`src/rtl/buscador_igualdade_if.sv`:
```
// Bus between a requester and the exhaustive equality/difference search block.
// The requester drives the request fields; the search block drives the results.
interface buscador_igualdade_if #(
    parameter int N = 3
);
    logic         start;
    logic         abort;
    logic [N-1:0] a;
    logic         select;
    logic [N-1:0] b_out;
    logic         busy;
    logic         done;
    logic         found;
    logic [N-1:0] first_idx;
    logic [N:0]   match_count;

    modport master (
        output start, abort, a, select,
        input  b_out, busy, done, found, first_idx, match_count
    );

    modport slave (
        input  start, abort, a, select,
        output b_out, busy, done, found, first_idx, match_count
    );
endinterface

```
`src/rtl/buscador_igualdade.sv`:
```
// Sweeps every N-bit candidate against a latched target and reports whether any
// matched, the lowest matching candidate and how many matched.
module buscador_igualdade #(
    parameter int N = 3
) (
    input  logic                 clk,
    input  logic                 rst_n,
    buscador_igualdade_if.slave  bus
);
    typedef enum logic [1:0] {
        IDLE  = 2'd0,
        SWEEP = 2'd1,
        FIM   = 2'd2
    } state_t;

    state_t       state_reg, state_next;
    logic [N-1:0] b_reg;
    logic [N-1:0] a_lat_reg;
    logic         select_lat_reg;
    logic         found_acc_reg, found_acc_next;
    logic [N-1:0] first_acc_reg, first_acc_next;
    logic [N:0]   count_acc_reg, count_acc_next;
    logic         found_reg;
    logic [N-1:0] first_idx_reg;
    logic [N:0]   count_reg;
    logic         busy_reg, done_reg;
    logic         equal, match, last;

    assign equal = &(b_reg ~^ a_lat_reg);
    assign match = equal ^ select_lat_reg;
    assign last  = (b_reg == {N{1'b1}});

    always_comb begin
        state_next     = state_reg;
        found_acc_next = found_acc_reg;
        first_acc_next = first_acc_reg;
        count_acc_next = count_acc_reg;
        case (state_reg)
            IDLE: begin
                if (bus.start) state_next = SWEEP;
            end
            SWEEP: begin
                if (bus.abort)  state_next = IDLE;
                else if (last)  state_next = FIM;
                if (match) begin
                    found_acc_next = 1'b1;
                    if (!found_acc_reg) first_acc_next = b_reg;
                    count_acc_next = count_acc_reg + {{N{1'b0}}, 1'b1};
                end
            end
            FIM:     state_next = IDLE;
            default: state_next = IDLE;
        endcase
    end

    // busy/done are registered copies of the next state so they never glitch.
    always_ff @(posedge clk or negedge rst_n) begin
        if (!rst_n) begin
            state_reg <= IDLE;
            busy_reg  <= 1'b0;
            done_reg  <= 1'b0;
        end else begin
            state_reg <= state_next;
            busy_reg  <= (state_next == SWEEP);
            done_reg  <= (state_next == FIM);
        end
    end

    always_ff @(posedge clk or negedge rst_n) begin
        if (!rst_n) begin
            b_reg          <= '0;
            a_lat_reg      <= '0;
            select_lat_reg <= 1'b0;
            found_acc_reg  <= 1'b0;
            first_acc_reg  <= '0;
            count_acc_reg  <= '0;
            found_reg      <= 1'b0;
            first_idx_reg  <= '0;
            count_reg      <= '0;
        end else begin
            case (state_reg)
                IDLE: begin
                    if (bus.start) begin
                        a_lat_reg      <= bus.a;
                        select_lat_reg <= bus.select;
                        found_acc_reg  <= 1'b0;
                        first_acc_reg  <= '0;
                        count_acc_reg  <= '0;
                        b_reg          <= '0;
                    end
                end
                SWEEP: begin
                    if (bus.abort) begin
                        b_reg <= '0;
                    end else begin
                        found_acc_reg <= found_acc_next;
                        first_acc_reg <= first_acc_next;
                        count_acc_reg <= count_acc_next;
                        // Incrementing past the all-ones candidate wraps to 0.
                        b_reg         <= b_reg + {{(N-1){1'b0}}, 1'b1};
                        if (last) begin
                            // Results land together with done, including the last candidate.
                            found_reg     <= found_acc_next;
                            first_idx_reg <= first_acc_next;
                            count_reg     <= count_acc_next;
                        end
                    end
                end
                default: ;
            endcase
        end
    end

    assign bus.b_out       = b_reg;
    assign bus.busy        = busy_reg;
    assign bus.done        = done_reg;
    assign bus.found       = found_reg;
    assign bus.first_idx   = first_idx_reg;
    assign bus.match_count = count_reg;
endmodule

```
`src/flat_wrapper.sv`:
```
// flat-port wrapper written by rule: the top's interface ports become plain ports
module buscador_igualdade_flat 
#(
    parameter int N = 3
)
  (clk, rst_n, bus_start, bus_abort, bus_a, bus_select, bus_b_out, bus_busy, bus_done, bus_found, bus_first_idx, bus_match_count);
  buscador_igualdade_if #(.N(N)) bus_i ();
  input  logic clk;
  input  logic rst_n;
  input wire logic [$bits(bus_i.start)-1:0] bus_start;
  input wire logic [$bits(bus_i.abort)-1:0] bus_abort;
  input wire logic [$bits(bus_i.a)-1:0] bus_a;
  input wire logic [$bits(bus_i.select)-1:0] bus_select;
  output wire logic [$bits(bus_i.b_out)-1:0] bus_b_out;
  output wire logic [$bits(bus_i.busy)-1:0] bus_busy;
  output wire logic [$bits(bus_i.done)-1:0] bus_done;
  output wire logic [$bits(bus_i.found)-1:0] bus_found;
  output wire logic [$bits(bus_i.first_idx)-1:0] bus_first_idx;
  output wire logic [$bits(bus_i.match_count)-1:0] bus_match_count;
  assign bus_i.start = bus_start;
  assign bus_i.abort = bus_abort;
  assign bus_i.a = bus_a;
  assign bus_i.select = bus_select;
  assign bus_b_out = bus_i.b_out;
  assign bus_busy = bus_i.busy;
  assign bus_done = bus_i.done;
  assign bus_found = bus_i.found;
  assign bus_first_idx = bus_i.first_idx;
  assign bus_match_count = bus_i.match_count;
  buscador_igualdade #(.N(N)) u_core (.clk(clk), .rst_n(rst_n), .bus(bus_i));
endmodule
```
`config.mk`:
```
export PLATFORM = sky130hd
export DESIGN_NAME = buscador_igualdade_flat
export DESIGN_NICKNAME = d
export VERILOG_FILES = /design/src/rtl/buscador_igualdade_if.sv /design/src/rtl/buscador_igualdade.sv /design/src/flat_wrapper.sv
export SDC_FILE = /design/constraint.sdc
export NUM_CORES = 1
export LEC_CHECK = 0
export ABC_AREA = 1
export CORE_MARGIN = 1
export CORE_UTILIZATION = 50
export DETAILED_ROUTE_END_ITERATION = 7
export GPL_TIMING_DRIVEN = 0
export HOLD_SLACK_MARGIN = 0.03
export PLACE_DENSITY = 0.74
export RECOVER_POWER = 25
export SLEW_MARGIN = 40
export SYNTH_ARGS = -nofsm -noshare
export SYNTH_HDL_FRONTEND = slang
export SYNTH_SLANG_ARGS = --single-unit
```
`constraint.sdc`:
```
create_clock -name clk -period 1.5 [get_ports clk]
set_input_delay 0.375 -clock clk [delete_from_list [all_inputs] [get_ports clk]]
set_output_delay 0.375 -clock clk [all_outputs]
set_load 0.01 [all_outputs]
```
==> metrics.cfg <==
[route]
first_pass_iters=4
via_per_inst=5.19
vias=1184
post_drt_wl_per_cell_um=13.2
drc=0
drt-total-wl_um=3000
drt_iter0_markers=26
antenna_left=0

[synthesis]
ys.flop_type=dfrtp_1
syn_inst=164
synth_cell_types=22
synth_area_mm2=0.00140
synth_edf_count=0
synth_top_area_share_pct=48.3
ys_warn_count=0
async_flop_share_pct=100
synth_area_per_cell_um2=8.53
syn_nets=175
synth_area_leaders=dfrtp_1 48%, nand2_1 13%, nand3_1 7.2%
yosysTopAreaCell=dfrtp_1
yosysSeqAreaShare_pct=48.3
synth-seq-cells=27

[finish]
seq_area_um2=676
synthToLayoutAreaGrowth_pct=26.4
utilization_pct=68.9
nets=210
drive_gt1_share_pct=25.8
antennaDiodeCount=0
multi_input_area_um2=673
fill_cells=212

[grt]
grtUsageTotal_pct=22.1
grt_pass1_wl_um=4650
grt_max_degree=28
overflow=0
antenna_found_initial=0
first_global_vias=1067

[power_and_ir_drop]
power.density_mw_per_mm2=1290
finalPower_mw=2.29
vdd_drop_max_mv=0.897
power_leakage_nw=0.978

[timing]
setup_ws_ns=0.0496
setup_viol=0
fin_crit_sh_pct=96.7
period_minus_slack_ns=1.45
clock.fmax_mhz=689
final.setup_skew_ns=0.00493
slew_violations=0
hold_slack_ns=0.0376
final_hold_viol_count=0
worst_slew_pin_slew_ns=0.669
slew_headroom_pct=55.4

[worst_setup_path]
endpoint_kind=primary output
arrival_ns=1.08
start_kind=register
cpMaxStageDelayCell=dfrtp_1
critPathTopFamily=flip-flops
path_cells=dlygate4sd2_1
timing.reg2reg.setup_slack_ns=0.05
critical_path_required_ns=1.12
crit_buf_inv=1
slowest_delay_ns=0.44
path_max_fanout=4
critPathKind=reg -> out

[hold_path]
hold_class=in -> async

[floorplanning]
start_util_pct=54.5
core_area_mm2=0.00257
die-area_mm2=0.00301
pin_count=21
die_width_um=54.9
die_height_um=54.9
rows=18

[place]
place.gp.congestion=0.786
place_ws_ns=-0.224
hpwl_um=2000
portBuffers=20

[cts]
htreeDepth=1
clkSinkCount=27
clk_path_buf_depth=2
cts_tree=built
clkTransAtPathRegs_ns=0.15
cts_made_buffers=3
clk_latency_ns=0.34
root_buffer=clkbuf_4

[status]
status=finished, final reports clean

[run]
drv_cap=0

==> Yosys cell counts (2+ instances only) <==
cell type,n
inv_2,6
nand2_4,3
a21oi_1,2
nand3_2,3
inv_1,18
nand2_1,48
buf_6,2
nor2_2,2
nand3_1,20
o21ai_0,8
ha_1,3
nand2_2,9
dfrtp_1,27
nor2_1,5
==> worst paths after layout <==
check,cells past startpoint,from,endpoint
max,1,u_core.bus.b_out[1],bus_b_out[1]
min,1,rst_n,u_core.state_reg[1]
max reg2reg,9,u_core.bus.b_out[0],u_core.found_acc_reg
min reg2reg,2,u_core.bus.match_count[2],u_core.bus.match_count[2]
max in group asynchronous,1,rst_n,u_core.count_acc_reg[2]
min in group clk,2,u_core.bus.match_count[2],u_core.bus.match_count[2]
==> layout by cell type (no fill, tap or decap), types with 6 or more instances in the layout <==
cell / count
nand2_1: 46
dfrtp_1: 27
nand3_1: 19
inv_1: 17
dlygate4sd2_1: 12
nand2_2: 9
o21ai_0: 8
inv_2: 7
nand2_4: 7
buf_4: 7
clkdlybuf4s50_1: 6
==> final cells by class <==
| type | count | area share, % |
|---|---|---|
| buffer | 3 | 1.70 |
| clock buffer | 3 | 1.27 |
| clock inverter | 1 | 0.425 |
| inverter | 24 | 5.10 |
| multi-input combinational | 113 | 38.1 |
| sequential | 27 | 38.2 |
| tap | 30 | 2.12 |
| timing repair buffer | 27 | 13.1 |
==> logic make-up after synthesis <==
family / share of synthesized area, %
flops: 48.3
xor+xnor: 1.25
buf+inv: 8.59
simple gates: 34.6
compound gates: 4.56
fa+ha+maj: 2.68
==> metal layers <==
layer,global-route usage (%),vias to the layer above,share of wire [%]
met5,0,-,0
met3,2.46,5,4.1
met4,8.75,0,1.7
met1,27.3,566,41
met2,39.0,27,53
li1,-,586,-
==> metrics by stage <==
stage                     cell area [um^2]  cells  TNS [ns]
after floorplan                       1400    164         0
after global placement                1640    214    -10.72
after detailed placement              1630    214     -2.25
after CTS                             1660    220         0
after global routing                  1770    228   -0.0568
final                                 1770    228         0
==> where the power goes <==
group	internal, mW	switching [mW]
logic	0.365	0.622
registers	0.855	0.109
clock network	0.102	0.232
==> repair_timing <==
item | in CTS | in global routing
pin swaps | 1 | 6
setup buffers | 2 | 5
gates cloned | 0 | 3
hold endpoints to repair | 0 | 0
setup endpoints to repair | 13 | 16
hold buffers | 0 | 0
resized for setup | 14 | 12
(Power assumes the default switching activity.)
